## src/rtl/seq_detector_param_pkg.sv

```systemverilog
// Shared definitions for the serial pattern detector: state encodings used by display
// logic, reset-time pattern defaults and the length-field width derivation.
package seq_detector_param_pkg;

  typedef enum logic [1:0] {
    ST_DISABLED = 2'd0,
    ST_FILL     = 2'd1,
    ST_ARMED    = 2'd2
  } det_state_e;

  localparam int         DEF_MAX_LEN = 8;
  localparam logic [7:0] DEF_PATTERN = 8'b0001_1010;
  localparam int         DEF_LEN     = 5;
  localparam int         DEF_CNT_W   = 8;

  function automatic int len_width(input int max_len);
    return $clog2(max_len + 1);
  endfunction

endpackage

```

## src/rtl/seq_detector_param_sat_counter.sv

```systemverilog
// Saturating up-counter with synchronous clear; a clear coinciding with an
// increment yields one.
module sat_counter #(
  parameter int P_WIDTH = 8
) (
  input  logic               clk,
  input  logic               rst_n,
  input  logic               inc,
  input  logic               clr,
  output logic [P_WIDTH-1:0] count
);

  logic [P_WIDTH-1:0] count_q;
  logic [P_WIDTH-1:0] count_d;

  always_comb begin
    count_d = count_q;
    if (clr) begin
      count_d = inc ? P_WIDTH'(1) : '0;
    end else if (inc && (count_q != '1)) begin
      count_d = count_q + P_WIDTH'(1);
    end
  end

  always_ff @(posedge clk or negedge rst_n) begin
    if (!rst_n) begin
      count_q <= '0;
    end else begin
      count_q <= count_d;
    end
  end

  assign count = count_q;

endmodule

```

## src/rtl/seq_detector_param.sv

```systemverilog
// Serial pattern detector with a runtime-loadable pattern of up to P_MAX_LEN bits,
// overlapping/non-overlapping detection and a saturating match count.
module seq_detector_param
  import seq_detector_param_pkg::*;
#(
  parameter int                   P_MAX_LEN     = DEF_MAX_LEN,
  parameter logic [P_MAX_LEN-1:0] P_RST_PATTERN = P_MAX_LEN'(DEF_PATTERN),
  parameter int                   P_RST_LEN     = DEF_LEN,
  parameter int                   P_CNT_W       = DEF_CNT_W,
  parameter int                   L_LEN_W       = len_width(P_MAX_LEN)
) (
  input  logic                 clk,
  input  logic                 rst_n,
  input  logic                 seq_in,
  input  logic                 seq_valid,
  input  logic                 mode_overlap,
  input  logic                 pat_wr,
  input  logic [P_MAX_LEN-1:0] pat_data,
  input  logic [L_LEN_W-1:0]   pat_len,
  input  logic                 cnt_clr,
  output logic [P_MAX_LEN-1:0] LED_seq_in,
  output logic                 LED_seq_equal,
  output logic [P_CNT_W-1:0]   match_cnt,
  output logic                 armed
);

  logic [P_MAX_LEN-1:0] pat_q, pat_d;
  logic [L_LEN_W-1:0]   len_q, len_d;
  logic [P_MAX_LEN-1:0] hist_q, hist_d;
  logic [L_LEN_W-1:0]   fill_q, fill_d;
  logic                 equal_q, equal_d;
  logic                 armed_q, armed_d;

  det_state_e           state;
  logic [P_MAX_LEN-1:0] mask;
  logic [P_MAX_LEN-1:0] hist_shift;
  logic [L_LEN_W:0]     fill_inc;
  logic                 match;

  // State is implied by the length/fill registers rather than held separately.
  always_comb begin
    if (len_q == '0) begin
      state = ST_DISABLED;
    end else if (fill_q < len_q) begin
      state = ST_FILL;
    end else begin
      state = ST_ARMED;
    end
  end

  always_comb begin
    mask = '0;
    for (int i = 0; i < P_MAX_LEN; i++) begin
      mask[i] = (L_LEN_W'(i) < len_q);
    end
  end

  assign hist_shift = {hist_q[P_MAX_LEN-2:0], seq_in};
  assign fill_inc   = {1'b0, fill_q} + {{L_LEN_W{1'b0}}, 1'b1};

  // The incoming bit completes the window, so it is compared before it is registered.
  assign match = !pat_wr && seq_valid && (state != ST_DISABLED) &&
                 (fill_inc >= {1'b0, len_q}) &&
                 (((hist_shift ^ pat_q) & mask) == '0);

  always_comb begin
    pat_d   = pat_q;
    len_d   = len_q;
    hist_d  = hist_q;
    fill_d  = fill_q;
    equal_d = match;
    if (pat_wr) begin
      pat_d  = pat_data;
      len_d  = (pat_len > L_LEN_W'(P_MAX_LEN)) ? L_LEN_W'(P_MAX_LEN) : pat_len;
      hist_d = '0;
      fill_d = '0;
    end else if (seq_valid && (state != ST_DISABLED)) begin
      hist_d = hist_shift;
      if (match && !mode_overlap) begin
        fill_d = '0;
      end else if (fill_q < len_q) begin
        fill_d = fill_inc[L_LEN_W-1:0];
      end
    end
    armed_d = (len_d != '0) && (fill_d == len_d);
  end

  always_ff @(posedge clk or negedge rst_n) begin
    if (!rst_n) begin
      pat_q   <= P_RST_PATTERN;
      len_q   <= L_LEN_W'(P_RST_LEN);
      hist_q  <= '0;
      fill_q  <= '0;
      equal_q <= 1'b0;
      armed_q <= 1'b0;
    end else begin
      pat_q   <= pat_d;
      len_q   <= len_d;
      hist_q  <= hist_d;
      fill_q  <= fill_d;
      equal_q <= equal_d;
      armed_q <= armed_d;
    end
  end

  sat_counter #(
    .P_WIDTH(P_CNT_W)
  ) u_match_cnt (
    .clk  (clk),
    .rst_n(rst_n),
    .inc  (match),
    .clr  (cnt_clr),
    .count(match_cnt)
  );

  assign LED_seq_in    = hist_q;
  assign LED_seq_equal = equal_q;
  assign armed         = armed_q;

endmodule

```

## config.mk

```make
export PLATFORM = sky130hd
export DESIGN_NAME = seq_detector_param
export DESIGN_NICKNAME = d
export VERILOG_FILES = /design/src/rtl/seq_detector_param_pkg.sv /design/src/rtl/seq_detector_param_sat_counter.sv /design/src/rtl/seq_detector_param.sv
export SDC_FILE = /design/constraint.sdc
export NUM_CORES = 1
export LEC_CHECK = 0
export ABC_AREA = 1
export BUFFER_PORTS_ARGS = -buffer_cell sky130_fd_sc_hd__buf_2
export CAP_MARGIN = 20
export CORE_UTILIZATION = 55
export DETAILED_ROUTE_END_ITERATION = 7
export MAX_ROUTING_LAYER = met4
export PLACE_DENSITY_LB_ADDON = 0.3
export SYNTH_ARGS = -nofsm -noshare
export SYNTH_HDL_FRONTEND = slang
export SYNTH_SLANG_ARGS = --single-unit
```

## constraint.sdc

```tcl
create_clock -name clk -period 6.9 [get_ports clk]
set_clock_uncertainty 0.15 [all_clocks]
set_input_delay 1.035 -clock clk [delete_from_list [all_inputs] [get_ports clk]]
set_output_delay 1.035 -clock clk [all_outputs]
set_load 0.02 [all_outputs]
```

=== After elaboration in Yosys (flattened, before gate mapping) ===
Index checks and enable logic that the tools add are counted.

* Flip-flop bits (word level): 34
* Bits in latches: 0
* Memory bits (writable): 0
* ROM bits: 0
* Bits of input ports: 19
* Output and inout port bits: 18
* Logic and storage cells: 53
* Memories: 0

* Add/sub/neg operators: 2
* Multipliers: 0
* Div/mod/pow operators: 0
* Magnitude comparators: 11
* Equality and inequality tests: 2
* Shifts and indexed selects: 0
* Muxes and demuxes: 13
* Bitwise operators: 2
* Reduce and logical (&&, ||, !) cells: 16

{| class="wikitable"
|+ Operators with widths
! kind !! number
|-
| $mux W8 || 4
|-
| $mux W4 || 6
|-
| $lt A3 B4 Y1 const A || 4
|-
| $add A8 B1 Y8 const B || 1
|-
| $and A8 B8 Y8 || 1
|-
| $logic_and A1 B1 Y1 || 8
|-
| $logic_not A8 Y1 || 1
|-
| $lt A1 B4 Y1 const A || 2
|-
| $lt A2 B4 Y1 const A || 2
|-
| $ne A8 B8 Y1 const B || 1
|-
| $xor A8 B8 Y8 || 1
|-
| $reduce_bool A2 Y1 || 3
|-
| $add A4 B1 Y5 const B || 1
|-
| $ge A5 B4 Y1 || 1
|-
| $eq A4 B4 Y1 || 1
|-
| $gt A4 B4 Y1 const B || 1
|-
| $logic_not A4 Y1 || 1
|-
| $lt A4 B4 Y1 || 1
|-
| $mux W2 || 2
|-
| $reduce_bool A4 Y1 || 1
|-
| $logic_not A1 Y1 || 2
|-
| $mux W1 || 1
|}

=== Logic depth before layout (Yosys ltp) ===
Gate-level depths: netlist (run 1).

* Depth in word-level cells: 13
* Mapped depth: 16

=== Modules after synthesis ===
From an unflattened synthesis (run 1), not the netlist that was laid out.

* Cell total of the unflattened synthesis: 287
* Area, all modules: 2103.3 um^2

{| class="wikitable"
|+ By module, submodules not included
! module !! times used !! cells an instance !! area an instance (um^2) !! seq. area each (um^2)
|-
| seq_detector_param || 1 || 218 || 1584.0 || 656.9
|-
| sat_counter || 1 || 69 || 519.2 || 200.2
|}

=== Least setup slack after synthesis (run 1) ===
OpenSTA, ideal clock, no wires.

* Path kind: input -> register
* Start point: in seq_in
* End point: reg u_match_cnt.count_q[4], in the netlist u_match_cnt.count[4]
* Setup time: 69 ps
* Data arrival time: 2081 ps
* Required time: 6681 ps
* Path slack: 4600 ps
* Stages on the path: 14
* Path buffers: 0
* Cell sequence: inv_1 > nand2_1 > nand2_1 > nand2_1 > nand2_1 > inv_1 > nand2_2 > nor3_4 > nand2_4 > nor3_4 > nand2_1 > nand2_1 > inv_1 > nor2_2

* Word-level cells in the longest chain between the ends: 6

{| class="wikitable"
|+ Ends and longest elaborated chain
! element !! RTL line !! RTL
|-
| from (decl) || seq_detector_param.sv:14 || <nowiki>input logic seq_in,</nowiki>
|-
| $xor A8 B8 Y8 || seq_detector_param.sv:64 || <nowiki>(((hist_shift ^ pat_q) & mask) == '0);</nowiki>
|-
| $and A8 B8 Y8 || seq_detector_param.sv:64 ||
|-
| $logic_not A8 Y1 || seq_detector_param.sv:64 ||
|-
| $logic_and A1 B1 Y1 || seq_detector_param.sv:63 || <nowiki>(fill_inc >= {1'b0, len_q}) &&</nowiki>
|-
| net equal_d || seq_detector_param.sv:31 || <nowiki>logic equal_q, equal_d;</nowiki>
|-
| $logic_and A1 B1 Y1 || seq_detector_param_sat_counter.sv:20 || <nowiki>end else if (inc && (count_q != '1)) begin</nowiki>
|-
| $reduce_bool A2 Y1 (no line) || n/a ||
|-
| to (signal assigned) || seq_detector_param_sat_counter.sv:29 || <nowiki>count_q <= count_d;</nowiki>
|-
| to (decl) || seq_detector_param_sat_counter.sv:13 || <nowiki>logic [P_WIDTH-1:0] count_q;</nowiki>
|}

The timed path passes the listed nets, and every way through them passes these cells.
A chain may end at the register's enable or synchronous reset.

=== Worst setup path in the final report (run 1) ===
* Start point: reg fill_q[0]
* End point: reg armed_q, in the netlist armed

* Word-level cells in the longest chain between the ends: 13
* Elaborated cells on any way between the ends: 17
* Those cells by class: add/sub: 1; order compare: 2; eq/ne: 1; mux: 6; reduce/logical: 7

{| class="wikitable"
|+ Ends and longest elaborated chain
! element !! RTL line !! RTL
|-
| from (decl) || seq_detector_param.sv:30 || <nowiki>logic [L_LEN_W-1:0] fill_q, fill_d;</nowiki>
|-
| from (signal assigned) || seq_detector_param.sv:100 || <nowiki>fill_q <= fill_d;</nowiki>
|-
| parallel branches: the longest is 9 deep, another holds $add A4 B1 Y5 || n/a ||
|-
| $mux W4 * || seq_detector_param.sv:77 || <nowiki>end else if (seq_valid && (state != ST_DISABLED)) begin</nowiki>
|-
| $mux W4 * || seq_detector_param.sv:72 || <nowiki>if (pat_wr) begin</nowiki>
|-
| net fill_d[2] || seq_detector_param.sv:30 ||
|-
| $eq A4 B4 Y1 * || seq_detector_param.sv:85 || <nowiki>armed_d = (len_d != '0) && (fill_d == len_d);</nowiki>
|-
| $logic_and A1 B1 Y1 * || seq_detector_param.sv:85 ||
|-
| net armed_d || seq_detector_param.sv:32 || <nowiki>logic armed_q, armed_d;</nowiki>
|-
| to (signal assigned) || seq_detector_param.sv:102 || <nowiki>armed_q <= armed_d;</nowiki>
|-
| to (decl) || seq_detector_param.sv:32 ||
|}

Mark *: on every way through the listed nets, which the timed path passes.

==> results.tsv, run 1 <==
metric	value	unit
status	finished clean	
die_h	62.7	um
port_buffers	36	
synth_area_leaders	dfrtp_1, nand2_1, inv_1	
instances_no_fill	359	
pre_cts_ws	4.26	ns
drv_cap	0	
grt_pass1_vias	1840	
start_kind	register	
fin_crit	2.52	ns
setup_ws	4.38	ns
intPower	0.348	mW
ir_worst_vdd	0.000150	V
yosysUniqueCellTypes	27	
cts-resized-gates	0	
cts_setup_buffers	0	
met1_length	2020	um
grt_pass1_wl	7530	um
cts_tree	done	
maxUsedRoutingLayer	met4	
dieArea	3930	um^2
critPathArrivalTime	2.58	ns
ys_ff_latch	34	
ys_warn_count	0	
min_to	LED_seq_in[7]$_DFFE_PN0P_	
track_usage	25.3	%
hold_buffers	0	
fin_util	68.5	%
synth_edf_count	0	
clockBufferDepth	2	
io_pins	37	
p_switching	0.144	mW
cp-end-kind	register	
drc	0	
cp_max_fo	5	
clkLatencyLatePin	0.29	ns
synthesis.area	2020	um^2
totalWireLength	4120	um
worst_pin_slew	0.747	ns
synthesis.nets	301	
slew_headroom	50.2	%
final_nets	341	
drtPass1Iterations	4	
wl_met3	162	um
grt-ovfl-total	0	
avgSynthCellArea	7.44	um^2
p_per_area	209	nW/um^2
hold_class	register to register	
slew_viol_final	0	
num_antenna_cells	0	
synth_async_sr_flop_share	100	%
r2r_cells	16	
hold_start	LED_seq_in[7]$_DFFE_PN0P_	
setup_violations	0	
start_util	58.8	%
place.gp.congestion	0.782	
fill_cells	296	
die_w	62.7	um
ys_seq_area_share	42.4	%
synth_top_flop_cell	dfrtp_1	
clock-sinks	34	
ff2ff_setup_slack	4.38	ns
h-tree-depth	2	
cts.reportedPaths.clkPinSlew	0.07	ns
fmax	397	MHz
drt_iter0_markers	130	
power.share.clock	34.9	%
cts_made_buffers	5	
synth_top_area_share	35.9	%
p_leak	1.34	nW
min_period_over_period	36.5	%
yosysTopAreaCell	dfrtp_1	
rows	21	
hold_violations	0	
vias_per_cell	5.02	
core_area	3440	um^2
syn_inst	272	
hpwl	3180	um
drive_gt1_share	19.8	%
power.total	0.493	mW
vias	1802	
root_buffer	clkbuf_8	
seq_power_share	45.2	%
antenna_found_initial	0	
path_class	register to register	
wl_per_cell	11.5	um
wl_met2	1860	um
crit_required	6.96	ns
worstReg2RegStart	fill_q[0]$_DFF_PN0_	
comb_power_share	19.9	%
post-place-cells	351	
grt_max_degree	35	
ant_nets	0	
setup_tns	0	ns
rsz0062_at_grt	no	
switching_share	29.3	%
area_delta_synth_final	16.6	%
holdPathStages	2	
reg2reg_to	armed$_DFF_PN0_	
==> critical path, cell delays in order (launching register included) <==
cell	delay, ns
dfrtp_1	0.45
ha_1	0.25
xor2_1	0.19
ha_1	0.28
nand2_1	0.06
inv_1	0.03
o21ai_0	0.14
nand3b_1	0.12
nand2_2	0.11
inv_1	0.04
nand3_1	0.16
nand2_1	0.11
nand2_1	0.09
nand2_1	0.05
nand2_1	0.05
nand2_1	0.05
nor3_1	0.12
==> cell families (layout without fill, tap and decap cells) <==
group / Yosys count / count (layout) / share of synthesized area [%]
xor+xnor: 3 / 3 / 1.30
flops: 34 / 34 / 42.4
simple gates: 136 / 136 / 30.4
fa+ha+maj: 10 / 10 / 6.18
compound gates: 36 / 36 / 9.90
buf+inv: 53 / 94 / 9.89
==> final cells by class <==
class | instances | area, um^2 | area share [%]
multi-input combinational | 185 | 966 | 41.0
sequential | 34 | 857 | 36.3
inverter | 50 | 188 | 7.96
timing repair buffer | 36 | 180 | 7.64
clock buffer | 8 | 110 | 4.67
tap | 46 | 57.6 | 2.44
==> layer usage <==
layer / vias to the layer above / track usage (%)
met1: 805 / 30.6
met4: 0 / 9.59
met2: 45 / 41.6
met3: 8 / 5.11
li1: 944 / -
met5: - / -
==> worst max path at each step <==
stage / start / to / cells past startpoint / slack [ns]
final: fill_q[0]$_DFF_PN0_ / armed$_DFF_PN0_ / 16 / 4.38
after global routing: fill_q[0]$_DFF_PN0_ / armed$_DFF_PN0_ / 16 / 4.08
after CTS: fill_q[0]$_DFF_PN0_ / armed$_DFF_PN0_ / 16 / 4.36
after detailed placement: pat_wr / armed$_DFF_PN0_ / 11 / 4.26
after global placement: pat_wr / armed$_DFF_PN0_ / 11 / 4.32
after floorplan: seq_in / u_match_cnt.count[4]$_DFFE_PN0P_ / 14 / 4.60
==> power groups by stage <==
| stage | combinational, mW | sequential, mW | clock [mW] |
|---|---|---|---|
| floorplan | 0.0683 | 0.226 | 0 |
| detailed placement | 0.0975 | 0.226 | 0 |
| finish | 0.0979 | 0.223 | 0.172 |
| global route | 0.114 | 0.224 | 0.183 |
| global placement | 0.0942 | 0.226 | 0 |
| CTS | 0.0985 | 0.223 | 0.174 |
==> metrics by stage <==
step	instance area (um^2)	hold slack [ns]
finish	2360	0.351
global route	2360	0.368
CTS	2360	0.351
detailed placement	2250	0.339
global placement	2250	0.332
floorplan	2020	0.318
==> state kept, by name (all words and copies together) (netlist names) <==
register,flops
LED_seq_in,8
armed,1
LED_seq_equal,1
fill_q,4
pat_q,8
u_match_cnt.count,8
len_q,4
==> synth_stat cells (2+ instances only) <==
library cell and n:
nor2_1 9, inv_1 49, clkbuf_1 2, nor3_1 3
nand2_2 4, xor2_1 2, a21oi_1 10, nand4_1 3
nand2_1 86, a22oi_1 2, ha_1 10, nor3_4 2
o21ai_0 14, nor2_2 4, dfstp_2 5, dfrtp_1 29
o22ai_1 8, nand3_1 21
==> cells in the final DEF (no fill, tap or decap), types with 3 or more instances in the layout <==
master	instances
a21oi_1	10
nand4_1	3
nand2_1	86
o22ai_1	8
nor2_1	9
o21ai_0	14
buf_2	36
ha_1	10
dfrtp_1	29
nor3_1	3
nor2_2	4
dfstp_2	5
clkbuf_8	8
nand2_2	4
nand3_1	21
inv_1	49
(Power assumes the default switching activity.)
==> inputs of run 2 (changes only) <==
==> constraint.sdc (replaced) <==
create_clock -name clk -period 2.5 [get_ports clk]
set_clock_uncertainty 0.15 [all_clocks]
set_input_delay 0.375 -clock clk [delete_from_list [all_inputs] [get_ports clk]]
set_output_delay 0.375 -clock clk [all_outputs]
set_load 0.02 [all_outputs]
==> results.tsv, run 2 (synthesis results as in run 1) <==
metric	value	unit	change
status	finished clean		
hold_violations	0		unchanged
grt_pass1_wl	7540	um	+0.19%
vias_per_cell	5.19		+3.4%
comb_power_share	22.9	%	+3.0 points
track_usage	25.1	%	-0.24 points
intPower	0.927	mW	+170%
drv_cap	0		unchanged
layout_common_cells	nand2_1, inv_1, buf_2		
port_buffers	36		unchanged
crit_required	2.55	ns	-4.41 ns
worst_pin_slew	0.751	ns	+0.00425 ns
clkLatencyLatePin	0.28	ns	about the same
pre_cts_ws	0.0443	ns	-4.21 ns
drive_gt1_share	24.5	%	+4.6 points
h-tree-depth	2		unchanged
seq_area	857	um^2	unchanged
p_per_area	541	nW/um^2	+160%
hpwl	3240	um	+1.9%
setup_violations	0		unchanged
totalWireLength	4520	um	+9.8%
cp-end-kind	register		
ant_nets	0		unchanged
p_switching	0.401	mW	+180%
drtPass1Iterations	4		unchanged
fill_cells	294		-0.68%
num_antenna_cells	0		unchanged
dieArea	3930	um^2	unchanged
drc	0		unchanged
slew_viol_final	0		unchanged
cp_max_fo	5		unchanged
core_area	3440	um^2	unchanged
grt_max_degree	35		unchanged
cts_tree	done		
drt_iter0_markers	156		+20%
placed_area	2260	um^2	+0.67%
die_w	62.7	um	unchanged
fmax	416	MHz	+5.0%
setup_tns	0	ns	unchanged
vias	1915		+6.3%
post-place-cells	353		+0.57%
ir_worst_vdd	0.000399	V	+170%
wl_per_cell	12.3	um	+6.9%
power.share.clock	30.9	%	-4.0 points
critPathArrivalTime	2.45	ns	-0.13 ns
clockBufferDepth	2		unchanged
rsz0062_at_grt	yes		
grt-ovfl-total	0		unchanged
seq_power_share	46.2	%	+1.0 points
cts_made_buffers	5		unchanged
start_util	58.8	%	unchanged
root_buffer	clkbuf_8		
min_period_over_period	96.1	%	+60 points
grt_pass1_vias	1815		-1.4%
slew_headroom	49.9	%	-0.28 points
final_nets	351		+2.9%
clock-sinks	34		unchanged
antenna_found_initial	0		unchanged
final_common_cell	nand2_1		
path_class	register to register		
area_delta_synth_final	21.3	%	
start_kind	register		
place.gp.congestion	0.855		+9.3%
instances_no_fill	369		+2.8%
cts.reportedPaths.clkPinSlew	0.07	ns	about the same
power.total	1.33	mW	+170%
hold_buffers	0		unchanged
rows	21		unchanged
io_pins	37		unchanged
fin_area	2450	um^2	+4.0%
p_leak	1.38	nW	+2.7%
fin_crit	2.40	ns	-0.119 ns
hold_class	input pin to async pin		
multi_input_area	1010	um^2	+4.1%
die_h	62.7	um	unchanged
setup_ws	0.0981	ns	-4.28 ns
switching_share	30.2	%	+0.92 points
-- run 2: cell count changes in the layout (fill, tap and decap cells not counted), sizes merged --
| cell | delta |
|---|---|
| buf | +10 |
-- run 2: repair_timing --
action / 4_1_cts / 5_1_grt
buffers inserted: 0 / 8
gates resized for setup: 0 / 11
endpoints found under the setup margin: 0 / 5
-- run 2: worst max-delay path, cell delays in order, from the launching register on --
cell and delay, ns:
dfrtp_1 0.41, ha_2 0.22, xor2_2 0.15, ha_1 0.31, buf_4 0.11, nand4_1 0.09, nand3b_1 0.11, nand2_2 0.08
nor3_4 0.17, nand2_4 0.11, buf_4 0.16, nand2_1 0.10, nand2_1 0.07, o21ai_0 0.08
-- run 2: power by group through the flow --
stage / combinational, mW / clock [mW] / sequential, mW
global route: 0.349 / 0.444 / 0.617
floorplan: 0.189 / 0 / 0.624
detailed placement: 0.269 / 0 / 0.624
CTS: 0.270 / 0.419 / 0.614
finish: 0.304 / 0.411 / 0.613
global placement: 0.262 / 0 / 0.622
-- run 2: path summary, 6_finish.rpt --
check | depth (start not counted) | end | startpoint | slack, ns
setup / recovery | 13 | u_match_cnt.count[7]$_DFFE_PN0P_ | fill_q[0]$_DFF_PN0_ | 0.1
hold / removal | 1 | LED_seq_in[2]$_DFFE_PN0P_ | rst_n | 0.008
setup reg to reg | 13 | u_match_cnt.count[7]$_DFFE_PN0P_ | fill_q[0]$_DFF_PN0_ | 0.1
hold reg to reg | 2 | pat_q[3]$_DFFE_PN1P_ | pat_q[3]$_DFFE_PN1P_ | 0.35
max in group asynchronous | 1 | armed$_DFF_PN0_ | rst_n | 1.72
min in group clk | 3 | pat_q[4]$_DFFE_PN1P_ | pat_data[4] | 0.15
-- run 2: metal layers --
layer	up-vias	part of all wire (%)	track usage (%)
met3	8	3.5	6.20
met5	-	0	-
met1	905	45	30.5
met4	0	1.7	7.56
met2	43	50	41.0
li1	959	-	-
-- run 2: final cells by class --
type | instances | share of cell area (%)
multi-input cells | 185 | 41.0
clock buffers | 8 | 3.67
well taps | 46 | 2.35
flip-flops and latches | 34 | 34.9
inverters | 50 | 7.65
repair buffers | 46 | 10.4
-- run 2: per-stage QoR --
stage                     hold WS, ns  util (%)
after detailed placement        0.329      65.8
final                         0.00758      71.3
after global placement          0.334      65.8
after floorplan               -0.0706         -
after CTS                      0.0216      68.4
after global routing           0.0601      71.3
==> inputs of run 3 (changes only) <==
--- a/config.mk
+++ b/config.mk
@@ -10,7 +10,6 @@
 export CAP_MARGIN = 20
 export CORE_UTILIZATION = 55
 export DETAILED_ROUTE_END_ITERATION = 7
-export MAX_ROUTING_LAYER = met4
 export PLACE_DENSITY_LB_ADDON = 0.3
 export SYNTH_ARGS = -nofsm -noshare
 export SYNTH_HDL_FRONTEND = slang
==> constraint.sdc (replaced) <==
create_clock -name clk -period 2.4 [get_ports clk]
set_clock_uncertainty 0.15 [all_clocks]
set_input_delay 0.36 -clock clk [delete_from_list [all_inputs] [get_ports clk]]
set_output_delay 0.36 -clock clk [all_outputs]
set_load 0.02 [all_outputs]
==> results.tsv, run 3 (synthesis results as in run 1) <==
metric	value	unit	change
drc	0		unchanged
p_per_area	568	nW/um^2	+5.0%
p_leak	1.37	nW	-0.48%
track_usage	25.5	%	+0.48 points
dieArea	3930	um^2	unchanged
hold_class	input pin to async pin		
fill_cells	293		-0.34%
drv_cap	0		unchanged
fin_area	2430	um^2	-0.87%
die_h	62.7	um	unchanged
cts_tree	done		
reg2reg_to	u_match_cnt.count[4]$_DFFE_PN0P_		
cts.reportedPaths.clkPinSlew	0.07	ns	about the same
final_common_cell	nand2_1		
vias_per_cell	5.23		+0.86%
ir_worst_vdd	0.000490	V	+23%
final_nets	349		-0.57%
hpwl	3370	um	+4.0%
fmax	441	MHz	+6.0%
ant_nets	0		unchanged
crit_chain	ha_2 > xor2_1 > ha_1 > nand2_1 > inv_1 > o21ai_1 > nand3b_1 > nand2_2 > nor3_4 > nand2_4 > nor3_4 > nand2_1 > nand2_1 > inv_1 > nor2_2		
failed_checks	negative hold slack		
path_class	register to register		
worst_pin_slew	0.744	ns	-0.00734 ns
post-place-cells	356		+0.85%
slew_headroom	50.4	%	+0.49 points
ff2ff_setup_slack	0.13	ns	+0.04 ns
timing.hold.ws	-0.00544	ns	-0.0130 ns
rows	21		unchanged
crit_required	2.46	ns	-0.09 ns
vias	1921		+0.31%
cp_slowest_stage_delay	0.38	ns	-0.03 ns
area_delta_synth_final	20.2	%	
cpMaxStageDelayCell	dfrtp_1		
setup_violations	0		unchanged
drive_gt1_share	24.0	%	-0.47 points
clock-sinks	34		unchanged
grt-ovfl-total	0		unchanged
r2r_cells	15		+2
hold_violations	15		+15
hold_buffers	0		unchanged
die_w	62.7	um	unchanged
totalWireLength	4540	um	+0.35%
cp-end-kind	register		
place.gp.congestion	0.853		-0.26%
grt_pass1_wl	7820	um	+3.7%
instances_no_fill	367		-0.54%
status	finished, violations left		
core_area	3440	um^2	unchanged
start_kind	register		
antenna_found_initial	0		unchanged
layout_common_cells	nand2_1, inv_1, buf_2		
min_period_over_period	94.4	%	-1.7 points
clockBufferDepth	2		unchanged
crit_path_frequent_cell	nand2_1		
port_buffers	36		unchanged
critPathArrivalTime	2.33	ns	-0.12 ns
h-tree-depth	2		unchanged
fin_crit	2.27	ns	-0.136 ns
cts_made_buffers	5		unchanged
drt_iter0_markers	133		-15%
grt_max_degree	35		unchanged
drtPass1Iterations	4		unchanged
clkLatencyLatePin	0.28	ns	about the same
num_antenna_cells	0		unchanged
cp_max_fo	7		+2
grt_pass1_vias	1859		+2.4%
placed_area	2290	um^2	+0.99%
wl_per_cell	12.4	um	+0.90%
slew_viol_final	0		unchanged
root_buffer	clkbuf_8		
start_util	58.8	%	unchanged
worstReg2RegStart	fill_q[0]$_DFF_PN0_		
io_pins	37		unchanged
run 3: power by group:
part           total [mW]  internal [mW]  switching, mW
Clock               0.428          0.231          0.196
Combinational       0.320          0.121          0.199
Sequential          0.634          0.610         0.0245
run 3: per-layer routing:
layer	wire length, um	global-route usage [%]
met5	0	0
met4	44	8.43
met3	170	6.57
met2	2350	44.8
met1	1970	30.2
run 3: worst max path at each step:
stage                              startpoint                                to  slack, ns
final                     fill_q[0]$_DFF_PN0_  u_match_cnt.count[4]$_DFFE_PN0P_       0.13
after global placement    fill_q[0]$_DFF_PN0_                   armed$_DFF_PN0_       0.08
after CTS                 fill_q[0]$_DFF_PN0_                   armed$_DFF_PN0_       0.02
after global routing      fill_q[0]$_DFF_PN0_                   armed$_DFF_PN0_      -0.02
after detailed placement  fill_q[0]$_DFF_PN0_                   armed$_DFF_PN0_       0.03
after floorplan           fill_q[0]$_DFF_PN0_  u_match_cnt.count[4]$_DFFE_PN0P_       0.16
run 3: layout make-up:
type	instances	area [um^2]	area share, %
Multi-Input combinational cell	185	997	41.0
Timing Repair Buffer	44	240	9.88
Inverter	50	188	7.72
Clock buffer	7	86.3	3.55
Sequential cell	34	858	35.3
Clock inverter	1	5.00	0.206
Tap cell	46	57.6	2.37
run 3: worst max-delay path: cells and delay by family, from the launching register on:
kind | cells | cell delay [ns]
and+or+nand+nor | 9 | 0.90
AOI/OAI and AO/OA | 1 | 0.05
adders and majority gates | 2 | 0.49
buffers and inverters | 2 | 0.09
xor gates and xnor gates | 1 | 0.16
DFF | 1 | 0.38
run 3: what timing repair did:
action | in CTS | in global routing
endpoints found under the setup margin | 0 | 2
setup buffers | 0 | 3
gates resized for setup | 0 | 10
run 3: per-stage QoR:
| step | hold WS [ns] | worst slack, ns | total power, mW | util (%) | TNS (ns) |
|---|---|---|---|---|---|
| 2_1_floorplan | -0.0856 | 0.157 | 0.846 | - | 0 |
| 3_3_place_gp | 0.317 | 0.0793 | 0.932 | 66.4 | 0 |
| 3_5_place_dp | 0.322 | 0.0287 | 0.942 | 66.4 | 0 |
| 4_1_cts | 0.0193 | 0.0209 | 1.37 | 69.1 | 0 |
| 5_1_grt | 0.0462 | -0.0189 | 1.47 | 70.7 | -0.0306 |
| 6_report | -0.00544 | 0.135 | 1.38 | 70.7 | 0 |
